$ cat config.mk
export PLATFORM = sky130hd
export DESIGN_NAME = max_exp_batch_ctrl
export DESIGN_NICKNAME = d
export VERILOG_FILES = /design/src/rtl/max_exp_batch_ctrl.sv
export SDC_FILE = /design/constraint.sdc
export NUM_CORES = 1
export LEC_CHECK = 0
export CAP_MARGIN = 20
export CORE_UTILIZATION = 45
export DETAILED_ROUTE_END_ITERATION = 10
export PLACE_DENSITY = 0.74
export SETUP_SLACK_MARGIN = 0.02
export SKIP_LAST_GASP = 1
export SLEW_MARGIN = 10
export SYNTH_ARGS = -nofsm -noshare
export SYNTH_HDL_FRONTEND = slang
export SYNTH_SLANG_ARGS = --single-unit
$ cat constraint.sdc
create_clock -name clk -period 3 [get_ports clk]
set_input_delay 0.45 -clock clk [delete_from_list [all_inputs] [get_ports clk]]
set_output_delay 0.45 -clock clk [all_outputs]
set_load 0.005 [all_outputs]
$ cat src/rtl/max_exp_batch_ctrl.sv
// Batch maximum-exponent controller: folds groups of 9 masked exponents into a running max.
// Optional operand counting is enabled by defining MAX_EXP_SKIP_CNT_EN.
module max_exp_batch_ctrl #(
    parameter int FP16_exp_width = 5
) (
    input  logic                              clk,
    input  logic                              rst_n,
    input  logic [3:0]                        cfg_groups,
    input  logic                              in_valid,
    output logic                              in_ready,
    input  logic [8:0]                        in_skip,
    input  logic [9*(FP16_exp_width+1)-1:0]   in_exp,
    output logic                              out_valid,
    input  logic                              out_ready,
    output logic [FP16_exp_width:0]           out_max_exp,
    output logic [7:0]                        out_cnt,
    output logic                              busy
);

    localparam int E = FP16_exp_width + 1;

    typedef enum logic [1:0] {IDLE, ACCUM, DONE} state_t;

    state_t         state_q;
    logic [4:0]     len_q;
    logic [4:0]     gcnt_q;
    logic [E-1:0]   max_q;
    logic           in_ready_q;
    logic           out_valid_q;
    logic           busy_q;

    logic [E-1:0]   grp_max_d;
    logic [4:0]     len_d;
    logic [4:0]     gcnt_d;
    logic           acc;

    function automatic logic [E-1:0] max_u(input logic [E-1:0] a, input logic [E-1:0] b);
        return (a > b) ? a : b;
    endfunction

    // Skipped operands contribute exponent 0, so they can never win the compare.
    always_comb begin
        grp_max_d = '0;
        for (int i = 0; i < 9; i++) begin
            if (!in_skip[i]) begin
                grp_max_d = max_u(grp_max_d, in_exp[i*E +: E]);
            end
        end
    end

    assign len_d  = (cfg_groups == 4'd0) ? 5'd16 : {1'b0, cfg_groups};
    assign gcnt_d = gcnt_q + 5'd1;
    assign acc    = in_valid && in_ready_q;

    always_ff @(posedge clk or negedge rst_n) begin
        if (!rst_n) begin
            state_q     <= IDLE;
            len_q       <= '0;
            gcnt_q      <= '0;
            max_q       <= '0;
            in_ready_q  <= 1'b1;
            out_valid_q <= 1'b0;
            busy_q      <= 1'b0;
        end else begin
            case (state_q)
                IDLE: begin
                    if (acc) begin
                        len_q  <= len_d;
                        max_q  <= grp_max_d;
                        gcnt_q <= 5'd1;
                        busy_q <= 1'b1;
                        if (len_d == 5'd1) begin
                            state_q     <= DONE;
                            out_valid_q <= 1'b1;
                            in_ready_q  <= 1'b0;
                        end else begin
                            state_q <= ACCUM;
                        end
                    end
                end
                ACCUM: begin
                    if (acc) begin
                        max_q  <= max_u(max_q, grp_max_d);
                        gcnt_q <= gcnt_d;
                        if (gcnt_d == len_q) begin
                            state_q     <= DONE;
                            out_valid_q <= 1'b1;
                            in_ready_q  <= 1'b0;
                        end
                    end
                end
                DONE: begin
                    // in_ready only returns on the cycle after the handshake.
                    if (out_ready) begin
                        state_q     <= IDLE;
                        out_valid_q <= 1'b0;
                        in_ready_q  <= 1'b1;
                        busy_q      <= 1'b0;
                        gcnt_q      <= '0;
                    end
                end
                default: begin
                    state_q     <= IDLE;
                    out_valid_q <= 1'b0;
                    in_ready_q  <= 1'b1;
                    busy_q      <= 1'b0;
                end
            endcase
        end
    end

`ifdef MAX_EXP_SKIP_CNT_EN
    logic [7:0] cnt_q;
    logic [3:0] grp_pop_d;

    function automatic logic [3:0] popcnt9(input logic [8:0] v);
        logic [3:0] s;
        s = '0;
        for (int i = 0; i < 9; i++) begin
            s = s + {3'b000, v[i]};
        end
        return s;
    endfunction

    assign grp_pop_d = popcnt9(~in_skip);

    // Maximum is 16 x 9 = 144, which fits 8 bits without saturation.
    always_ff @(posedge clk or negedge rst_n) begin
        if (!rst_n) begin
            cnt_q <= '0;
        end else if (acc) begin
            cnt_q <= (state_q == IDLE) ? {4'b0000, grp_pop_d} : cnt_q + {4'b0000, grp_pop_d};
        end
    end

    assign out_cnt = cnt_q;
`else
    assign out_cnt = '0;
`endif

    assign in_ready    = in_ready_q;
    assign out_valid   = out_valid_q;
    assign out_max_exp = max_q;
    assign busy        = busy_q;

endmodule
==> reports/metrics.yaml, run 1 <==
clocking:
  htreeDepth: 1
  clkTransAtPathRegs_ns: 0.08
  ctsHoldBuffers: 0
  cts_tree: "done"
  cts.sinks: 21
  cts-root-buf: "clkbuf_8"
  clock_path_buffers: 2
  clk_latency_ns: 0.26
  cts_made_buffers: 3
sta:
  skew_ns: 0.00732
  max_slew_margin_pct: 35.1
  setup_viol: 6
  worst_slew_pin_slew_ns: 0.971
  hold-worst-slack_ns: 0.520
  fin_crit_sh_pct: 435
  rsz0062_at_grt: "yes"
  period_needed_ns: 13.04
  fmax_ghz: 0.0767
  final_hold_viol_count: 0
  finalWorstSetupSlack_ns: -10.04
  maxSlewViolCount: 0
  setup_tns_ns: -60.08
die:
  row_count: 31
  ios: 88
  fp.coreArea_sq_um: 7370
  die_h_um: 90.2
  initial_core_util_pct: 47.5
  dieArea_sq_um: 8140
  die_w_um: 90.2
detailed_routing:
  antenna_left: 0
  routedWlPerCell_um: 19.5
  finalWirelength_um: 14600
  via_per_inst: 5.92
  vias: 4437
  drc: 0
  drtIter0Drc: 305
  dr.pass1.iters: 5
critical_path:
  r2r-end: "gcnt_q[3]"
  startpoint_type: "input pin"
  critPathMaxStageDelay_ns: 0.53
  endpoint: "out_max_exp[3]"
  crit_top_cell: "ha_4"
  crit_start: "in_exp[9]"
  crit_family: "compound AO/OA/AOI/OAI gates"
  crit_buf_inv: 7
  required_ns: 3.18
  path_depth: 66
  path_max_fanout: 6
  critPathKind: "in2reg"
  r2r_cells: 7
  cp_data_arrival_time_ns: 13.23
  r2r_slack_ns: 0.73
  r2r_start: "state_q[0]"
  cp_slowest_cell: "or4b_4"
  endpoint_kind: "flip-flop"
cells_and_area:
  final_cell_mix: "140 x buf_4, 67 x clkdlybuf4s50_1, 55 x inv_1"
  drive_above_1_share_pct: 45.1
  instances_no_fill: 749
  num_antenna_cells: 0
  design_area_sq_um: 6280
  utilization_pct: 85.2
  fin_nets: 781
  nFillCells: 385
  area_delta_synth_final_pct: 79.2
  final_common_cell: "buf_4"
yosys:
  synth_edf_count: 0
  synth_area_leaders: "ha_1 21%, dfrtp_1 14%, inv_1 6.5%, a21oi_1 3.7%, o21ai_0 3.6%"
  ys_warn_count: 0
  syn_inst: 425
  yosysSeqAreaShare_pct: 15.0
  synth_top_area_cell: "ha_1"
  syn_avg_cell_area_sq_um: 8.24
  syn_area_sq_um: 3500
  ys_ff_latch: 21
  async_reset_ff_share_pct: 100
  yosysTopAreaCellShare_pct: 21.1
  synth_top_flop_cell: "dfrtp_1"
  synth.distinct_cells: 69
power:
  leakage_nw: 2.91
  power_mw: 4.68
  powerDensity_nw_per_um2: 746
  ir_drop_mv: 0.353
global_route:
  antenna_found_initial: 0
  grt_max_degree: 22
  grt_pass1_vias: 4406
  grt_pass1_wl_um: 21200
  overflow: 0
  track_usage_pct: 32.4
run_status:
  violations: "setup timing"
  status: "complete, but fails checks"
placed_design:
  placed_area_sq_um: 5400
  portBuffers: 79
  dp_hpwl_um: 9000
  dp_cells: 703
  place_congestion: 0.939
  pre_cts_ws_ns: -10.64
min_path:
  hold_path_class: "reg2reg"
run:
  maxCapViolCount: 0
worst min-delay path, stage by stage (launching register included):
cell,delay (ns)
dfrtp_1,0.36
nor2_1,0.05
nor2_1,0.07
sequential cells by signal (all words and copies together) (netlist names):
signal	flops
gcnt_q	5
out_max_exp	6
busy	1
len_q	5
out_valid	1
in_ready	1
state_q	2
synth_stat cells (all sizes together) (2+ instances only):
master and count:
nand4 4, or2 3, dfrtp 20, o221ai 9, a211o 5, xnor2 3, a21boi 2, o22a 4
ha 59, buf 13, nand2b 4, o21a 4, and4 3, a31oi 2, o21bai 2, or3 5
xor2 3, a21oi 27, nand2 28, o22ai 3, o21ai 26, nand4b 5, mux2 12, mux2i 15
clkbuf 5, o221a 4, nand3b 2, and2b 2, nor2 22, nor4 6, a21o 5, o211ai 3
inv 61, nand3 18, nor2b 10, o311ai 6, nor3 5, and3 3
where the power goes:
| part | switching, mW | internal, mW | leakage, nW |
|---|---|---|---|
| clock network | 0.0971 | 0.0939 | 0.0217 |
| logic | 1.87 | 2.11 | 2.63 |
| registers | 0.102 | 0.409 | 0.258 |
logic make-up after synthesis:
family | Yosys count | synth area share (%)
xor gates and xnor gates | 6 | 1.50
and+or+nand+nor | 125 | 19.5
muxes | 27 | 8.79
DFF | 21 | 15.0
buffers and inverters | 79 | 10.7
other | 1 | 0.107
AOI/OAI and AO/OA | 107 | 23.3
adders and majority gates | 59 | 21.1
layer usage:
| layer | up-vias | GRT usage, % | wire length, um |
|---|---|---|---|
| li1 | 1990 | - | - |
| met1 | 2069 | 35.3 | 5620 |
| met2 | 276 | 58.7 | 7130 |
| met3 | 102 | 5.58 | 942 |
| met4 | 0 | 18.8 | 911 |
| met5 | - | 0 | 0 |
layout make-up:
type                            count  area [sq um]  share of cell area [%]
Clock inverter                      1          7.51                   0.120
Tap cell                           99           124                    1.97
Multi-Input combinational cell    334          3350                    53.3
Inverter                           61           229                    3.65
Sequential cell                    21           527                    8.39
Clock buffer                        3          41.3                   0.658
Timing Repair Buffer              230          2000                    31.9
worst min-delay path by stage:
| stage | start | to | slack [ns] | cells past startpoint |
|---|---|---|---|---|
| final | busy | busy | 0.52 | 2 |
| after global routing | busy | busy | 0.54 | 2 |
| after CTS | busy | busy | 0.52 | 2 |
| after detailed placement | busy | busy | 0.50 | 2 |
| after global placement | busy | busy | 0.48 | 2 |
| after floorplan | rst_n | busy | 0.15 | 0 |
timing repair:
| item | 4_1_cts | 5_1_grt |
|---|---|---|
| cloned | 3 | 0 |
| gates resized for setup | 89 | 36 |
| setup endpoints to repair | 6 | 6 |
| buffers inserted | 24 | 15 |
| pin swaps | 64 | 31 |
Note: power is estimated with default switching activity, not from simulation.
==> run 2, diff against run 1 <==
--- a/config.mk
+++ b/config.mk
@@ -6,9 +6,12 @@
 export NUM_CORES = 1
 export LEC_CHECK = 0
 export CAP_MARGIN = 20
-export CORE_UTILIZATION = 45
+export CELL_PAD_IN_SITES_DETAIL_PLACEMENT = 0
+export CELL_PAD_IN_SITES_GLOBAL_PLACEMENT = 1
+export CORE_UTILIZATION = 37
 export DETAILED_ROUTE_END_ITERATION = 10
-export PLACE_DENSITY = 0.74
+export GPL_TIMING_DRIVEN = 0
+export PLACE_DENSITY_LB_ADDON = 0.1
 export SETUP_SLACK_MARGIN = 0.02
 export SKIP_LAST_GASP = 1
 export SLEW_MARGIN = 10
==> reports/metrics.yaml, run 2 (synthesized netlist as in run 1, its figures left out) <==
clocking:
  clkTransAtPathRegs_ns: 0.09  # about the same
  clk_latency_ns: 0.27  # about the same
  cts_made_buffers: 3  # unchanged
  clock_path_buffers: 2  # unchanged
  cts_tree: "done"
  cts.sinks: 21  # unchanged
  cts-root-buf: "clkbuf_8"
  htreeDepth: 1  # unchanged
  ctsHoldBuffers: 0  # unchanged
sta:
  rsz0062_at_grt: "yes"
  skew_ns: 0.0120  # +0.00468 ns
  fmax_ghz: 0.0775  # +1.1%
  maxSlewViolCount: 0  # unchanged
  period_needed_ns: 12.91  # -0.136 ns
  max_slew_margin_pct: 59.6  # +24 points
  fin_crit_sh_pct: 430  # -4.5 points
  finalWorstSetupSlack_ns: -9.91  # +0.136 ns
  worst_slew_pin_slew_ns: 0.601  # -0.370 ns
  setup_viol: 6  # unchanged
  final_hold_viol_count: 0  # unchanged
power:
  powerDensity_nw_per_um2: 720  # -3.5%
  leakage_nw: 2.61  # -10%
  power_mw: 4.24  # -9.4%
  ir_drop_mv: 0.325  # -7.9%
placed_design:
  pre_cts_ws_ns: -11.81  # -1.17 ns
  place_congestion: 0.793  # -16%
  portBuffers: 79  # unchanged
  dp_cells: 622  # -12%
  dp_hpwl_um: 7770  # -14%
critical_path:
  required_ns: 3.15  # -0.03 ns
  cp_slowest_cell: "or4b_4"
  startpoint_type: "input pin"
  critPathMaxStageDelay_ns: 0.54  # about the same
  cp_data_arrival_time_ns: 13.06  # -0.17 ns
  crit_start: "in_skip[0]"
  critPathKind: "in2reg"
  path_max_fanout: 6  # unchanged
  endpoint_kind: "flip-flop"
  crit_buf_inv: 12  # +5
  crit_family: "compound AO/OA/AOI/OAI gates"
  r2r_start: "state_q[1]"
die:
  die_w_um: 99.3  # +10%
  fp.coreArea_sq_um: 9200  # +25%
  ios: 88  # unchanged
  dieArea_sq_um: 9860  # +21%
  row_count: 35  # +13%
  die_h_um: 99.3  # +10%
  initial_core_util_pct: 38.1  # -9.4 points
cells_and_area:
  largest_reg_flops: 6  # unchanged
  fin_nets: 711  # -9.0%
  final_cell_mix: "70 x buf_4, 67 x clkdlybuf4s50_1, 58 x inv_1"
  nFillCells: 755  # +96%
  num_antenna_cells: 0  # unchanged
  area_delta_synth_final_pct: 68.3
  instances_no_fill: 691  # -7.7%
  final_common_cell: "buf_4"
  drive_above_1_share_pct: 38.1  # -7.0 points
global_route:
  antenna_found_initial: 0  # unchanged
  grt_max_degree: 22  # unchanged
  grt_pass1_vias: 3502  # -21%
  grt_pass1_wl_um: 16500  # -22%
  track_usage_pct: 20.3  # -12 points
  overflow: 0  # unchanged
detailed_routing:
  vias: 3712  # -16%
  antenna_left: 0  # unchanged
  drtIter0Drc: 86  # -72%
  drc: 0  # unchanged
  via_per_inst: 5.37  # -9.3%
  dr.pass1.iters: 4  # -1
  routedWlPerCell_um: 15.2  # -22%
  finalWirelength_um: 10500  # -28%
run_status:
  status: "complete, but fails checks"
  violations: "setup timing"
run:
  maxCapViolCount: 0  # unchanged
min_path:
  hold_path_class: "in2async"
[run 2: changes by cell type in the layout (fill, tap and decap cells not counted), moves of 4 or more]
cell           change
nand2_2            -6
buf_4             -70
nand3_1            -4
nand2_4            +6
o21ai_2            -4
dlygate4sd2_1      -4
[run 2: worst paths after layout]
kind	to	slack (ns)	depth (start not counted)
max reg2reg	gcnt_q[3]	0.50	9
max	out_max_exp[0]	-9.91	65
min	len_q[1]	0.45	1
max in group asynchronous	in_ready	2.06	2
min in group clk	busy	0.51	2
min reg2reg	busy	0.51	2
[run 2: report_power, final]
group          internal (mW)  switching (mW)  total [mW]
combinational           1.88            1.65        3.53
sequential             0.409           0.102       0.511
clock                 0.0940           0.105       0.199
total                   2.39            1.86        4.24
[run 2: final cells by class]
type / instances / area [sq um] / share of cell area (%)
Inverter: 61 / 229 / 3.88
Sequential cell: 21 / 527 / 8.93
Buffer: 16 / 156 / 2.65
Multi-Input combinational cell: 332 / 3450 / 58.5
Clock buffer: 3 / 41.3 / 0.700
Clock inverter: 1 / 7.51 / 0.127
Tap cell: 111 / 139 / 2.36
Timing Repair Buffer: 146 / 1350 / 22.8
[run 2: metrics by stage]
stage | TNS, ns | instance area (sq um) | utilization [%] | hold slack [ns]
final | -59.04 | 5900 | 64.1 | 0.452
after global routing | -62.19 | 5900 | 64.1 | 0.478
after CTS | -58.43 | 5540 | 60.2 | 0.516
after detailed placement | -70.23 | 4720 | 51.3 | 0.497
after global placement | -69.57 | 4720 | 51.3 | 0.482
after floorplan | -58.47 | 3790 | - | 0.154
[run 2: repair_timing]
item	in CTS	in global routing
gates cloned	2	0
resized for setup	96	48
setup endpoints to repair	6	6
buffers inserted	48	16
pin swaps	57	62
[run 2: layer usage]
layer	up-vias	global-route usage, %	wire length [um]
met4	0	4.41	106
met3	10	1.41	402
li1	1844	-	-
met1	1782	26.8	4760
met5	-	0	0
met2	76	36.2	5250
==> RTL change 1 (flow settings as in run 1) <==
Build with the macro `MAX_EXP_SKIP_CNT_EN` defined.
--- a/src/rtl/max_exp_batch_ctrl.sv
+++ b/src/rtl/max_exp_batch_ctrl.sv
@@ -2,2 +2,4 @@
 // Optional operand counting is enabled by defining MAX_EXP_SKIP_CNT_EN.
+`define MAX_EXP_SKIP_CNT_EN
+
 module max_exp_batch_ctrl #(
Function: changed (a bounded check fails within 4 cycles, from zero or initial values and one cycle with rst_n low).
==> RTL change 1 against run 1 <==
Worst setup slack about the same. First-iteration DRC count increased by 2.6%. Sequential cell count increased by 8. Total power decreased by 5.4%. Synthesized cell count increased by 23%. Maximum frequency about the same. Clock skew increased by 0.00090 ns. Critical endpoint is now out_max_exp[4]. Synthesized area increased by 22%. Critical path type unchanged. Wire length increased by 18%. Count of clock-buffer cells in the layout increased by 3. Largest power group unchanged. Final area increased by 22%. Final cell count increased by 25%. The flow still finishes with violations (setup timing).
==> RTL change 1: results (changes against run 1) <==
<table>
<tr><th>Metric</th><th>Value</th></tr>
<tr><th colspan="2">Status</th></tr>
<tr><td>Result of the run</td><td>complete, but fails checks</td></tr>
<tr><td>Failing checks</td><td>setup timing</td></tr>
<tr><th colspan="2">Yosys</th></tr>
<tr><td>Synth top cells by count</td><td>sky130_fd_sc_hd__ha_1, sky130_fd_sc_hd__inv_1, sky130_fd_sc_hd__nor2_1</td></tr>
<tr><td>Leading cell types by total area after synthesis</td><td>sky130_fd_sc_hd__ha_1, sky130_fd_sc_hd__dfrtp_1, sky130_fd_sc_hd__inv_1</td></tr>
<tr><th colspan="2">Timing</th></tr>
<tr><td>Number of endpoints failing setup at the final stage</td><td>14 (+8)</td></tr>
<tr><td>Final worst setup slack</td><td>-10.04 ns (+0.0003000 ns)</td></tr>
<tr><td>Actual transition at the worst max-transition pin</td><td>0.6922 ns (-0.2787 ns)</td></tr>
<tr><th colspan="2">Pwr</th></tr>
<tr><td>Lkg Pwr</td><td>0.003599 µW (+24%)</td></tr>
<tr><th colspan="2">Layout</th></tr>
<tr><td>Number of fillers in the final layout</td><td>481 (+25%)</td></tr>
<tr><td>Fraction of layout cells with a size suffix above 1</td><td>0.4714 (+0.02062)</td></tr>
<tr><td>Fraction of area in registers</td><td>0.09473 (+0.01085)</td></tr>
<tr><td>Number of cells in the finished layout apart from fillers</td><td>933 (+25%)</td></tr>
<tr><td>Number of multi-input combinational cells in the layout</td><td>415 (+24%)</td></tr>
<tr><td>Clock network area share</td><td>0.01565 (+0.007883)</td></tr>
<tr><td>Synth-to-Final Area Change</td><td>78.86%</td></tr>
<tr><td>Nets</td><td>945 (+21%)</td></tr>
<tr><th colspan="2">Clocking</th></tr>
<tr><td>Clock latency of the later-clocked register in the worst-skew pair</td><td>0.29 ns (+0.03 ns)</td></tr>
<tr><td>Number of buffers created by CTS</td><td>5 (+2)</td></tr>
<tr><th colspan="2">Critical path</th></tr>
<tr><td>Setup slack of the worst register-to-register path</td><td>0.37 ns (-0.36 ns)</td></tr>
<tr><td>Max stage delay cell, worst path</td><td>sky130_fd_sc_hd__a311o_2</td></tr>
<tr><td>Reg-to-Reg End</td><td>in_ready</td></tr>
<tr><td>Biggest cell delay along the critical path</td><td>0.44 ns (-0.09 ns)</td></tr>
<tr><td>Endpoint of the worst setup timing path</td><td>out_max_exp[4]</td></tr>
<tr><th colspan="2">Floorplanning</th></tr>
<tr><td>Well Taps</td><td>129 (+30%)</td></tr>
<tr><th colspan="2">Placement</th></tr>
<tr><td>Total cell area at the placement stage</td><td>6645 µm² (+23%)</td></tr>
<tr><th colspan="2">GRT</th></tr>
<tr><td>Global-route usage over all layers</td><td>0.2944 (-0.02969)</td></tr>
</table>
[RTL change 1: through the flow]
step                      TNS (ns)    util  worst slack [ns]  hold slack (ns)
after global routing        -70.43  0.8305            -10.39           0.5420
final                       -67.43  0.8305            -10.04           0.5093
after detailed placement    -79.09  0.7192            -10.88           0.4987
after floorplan             -63.91       -            -9.712           0.1544
after global placement      -74.57  0.7192            -10.23           0.4842
after CTS                   -64.45  0.7802            -9.402           0.5146
[RTL change 1: cell families (layout without fill, tap and decap cells)]
family                   after synthesis  after routing  share of synthesized area
adder cells (fa/ha/maj)               71             71                     0.2176
AO/OA/AOI/OAI                        136            138                     0.2631
flip-flops                            29             29                     0.1694
XOR/XNOR                              13             13                    0.02654
buffers and inverters                 79            360                    0.07087
multiplexers                          16             16                    0.04170
AND/OR/NAND/NOR                      177            177                     0.2108
[RTL change 1: power breakdown]
part / internal (µW) / total, µW / switching, µW
Combinational: 1850 / 3610 / 1750
Sequential: 391 / 391 / 0
Clock: 270 / 435 / 165
==> RTL change 2 (flow settings as in run 1) <==
Without the edit above. Encoding of `state_t`: now one-hot (3 bits for 3 states).
--- a/src/rtl/max_exp_batch_ctrl.sv
+++ b/src/rtl/max_exp_batch_ctrl.sv
@@ -21,3 +21,3 @@
 
-    typedef enum logic [1:0] {IDLE, ACCUM, DONE} state_t;
+    typedef enum logic [2:0] {IDLE = 3'b001, ACCUM = 3'b010, DONE = 3'b100} state_t;
 
Behaviour: no difference found for any inputs over 4 cycles, from zero or initial values and one cycle with rst_n low; so few cycles prove little.
==> RTL change 2 against run 1 <==
The run still ends with setup timing left. Total power is 4.7% lower. Sequential share of layout area increased by 0.55 points. Sequential cell count increased by 1. Count of clock-buffer cells in the layout did not move. Synthesized area increased by 1.7%. Critical path depth rose by 1. Final area fell by 1.5%. Wire length decreased by 15%. Clock power is 48% higher. Critical path type unchanged. Worst setup slack better by 0.019 ns. Non-clock buffer count fell by 22.
==> RTL change 2: results (changes against run 1) <==
<table>
<tr><th>Metric</th><th>Value</th></tr>
<tr><th colspan="2">Pwr</th></tr>
<tr><td>Worst vdd ir</td><td>0.3224 mV (-8.5%)</td></tr>
<tr><td>Power after layout</td><td>4464 µW (-4.7%)</td></tr>
<tr><td>Switching share of total power</td><td>0.4249 (-0.01708)</td></tr>
<tr><td>Flip-flop and latch power</td><td>560 µW (+9.6%)</td></tr>
<tr><th colspan="2">GRT</th></tr>
<tr><td>Met2 demand-to-capacity share in global routing</td><td>0.5568 (-0.02970)</td></tr>
<tr><td>Pin count of the biggest net entering global routing</td><td>23 (+4.5%)</td></tr>
<tr><td>Global-route wire length before repair</td><td>18,670 µm (-12%)</td></tr>
<tr><th colspan="2">Placement</th></tr>
<tr><td>Total cell area at the placement stage</td><td>5444 µm² (+0.83%)</td></tr>
<tr><th colspan="2">Worst hold path</th></tr>
<tr><td>Hold Path Cell Cnt</td><td>1 (-1)</td></tr>
<tr><th colspan="2">Route</th></tr>
<tr><td>DRC violation total after the first TritonRoute iteration</td><td>123 (-60%)</td></tr>
<tr><td>Pre-antenna DRT Iters</td><td>4 (-1)</td></tr>
<tr><th colspan="2">Status</th></tr>
<tr><td>Failing checks</td><td>setup timing</td></tr>
<tr><td>Result of the run</td><td>complete, but fails checks</td></tr>
<tr><th colspan="2">Yosys</th></tr>
<tr><td>Synth top cells by count</td><td>sky130_fd_sc_hd__ha_1, sky130_fd_sc_hd__inv_1, sky130_fd_sc_hd__a21oi_1</td></tr>
<tr><td>Share of the yosys chip area belonging to registers</td><td>0.1553 (+0.004894)</td></tr>
<tr><th colspan="2">Critical path</th></tr>
<tr><td>Worst Path Max Fanout</td><td>7 (+1)</td></tr>
<tr><td>Endpoint of the worst setup timing path</td><td>out_max_exp[5]</td></tr>
<tr><td>Reg-to-Reg End</td><td>gcnt_q[4]</td></tr>
<tr><td>FF-to-FF path depth</td><td>6 (-1)</td></tr>
<tr><th colspan="2">Clocking</th></tr>
<tr><td>Buffers inserted by post-CTS timing repair</td><td>11 (-54%)</td></tr>
<tr><td>CTS-repair resized insts</td><td>34 (-62%)</td></tr>
<tr><th colspan="2">Layout</th></tr>
<tr><td>Nets</td><td>754 (-3.5%)</td></tr>
<tr><td>Fraction of layout cells with a size suffix above 1</td><td>0.4402 (-0.01058)</td></tr>
<tr><th colspan="2">Timing</th></tr>
<tr><td>Number of endpoints failing setup at the final stage</td><td>6 (unchanged)</td></tr>
<tr><td>Clock Skews</td><td>0.01198 ns (+0.004662 ns)</td></tr>
<tr><td>Final worst setup slack</td><td>-10.02 ns (+0.01950 ns)</td></tr>
</table>
## RTL change 2: changes by cell type in the layout (fill, tap and decap cells not counted), sizes merged, moves of 8 or more
cell / run 1 / this run
a21oi: 27 / 38
buf: 154 / 130
dlymetal6s2s: 0 / 10
inv: 61 / 53
mux2: 12 / 25
mux2i: 15 / 3
nand3: 18 / 8
o21ai: 26 / 15
o221ai: 9 / 1
## RTL change 2: final cells by class
cell class              count  area [µm²]
well taps                 102       127.6
clock inverters             1       30.03
flip-flops and latches     22       553.0
fillers                   487        1501
repair buffers            208        1836
multi-input cells         340        3400
clock buffers               3       41.29
inverters                  53       198.9
## RTL change 2: metrics by stage
stage | util | hold slack [ns] | TNS (ns)
after global placement | 0.7082 | 0.4632 | -60.65
after CTS | 0.7513 | 0.4908 | -59.71
final | 0.8047 | 0.4883 | -59.98
after floorplan | - | 0.1544 | -57.80
after detailed placement | 0.7082 | 0.4755 | -63.47
after global routing | 0.8047 | 0.5045 | -62.68
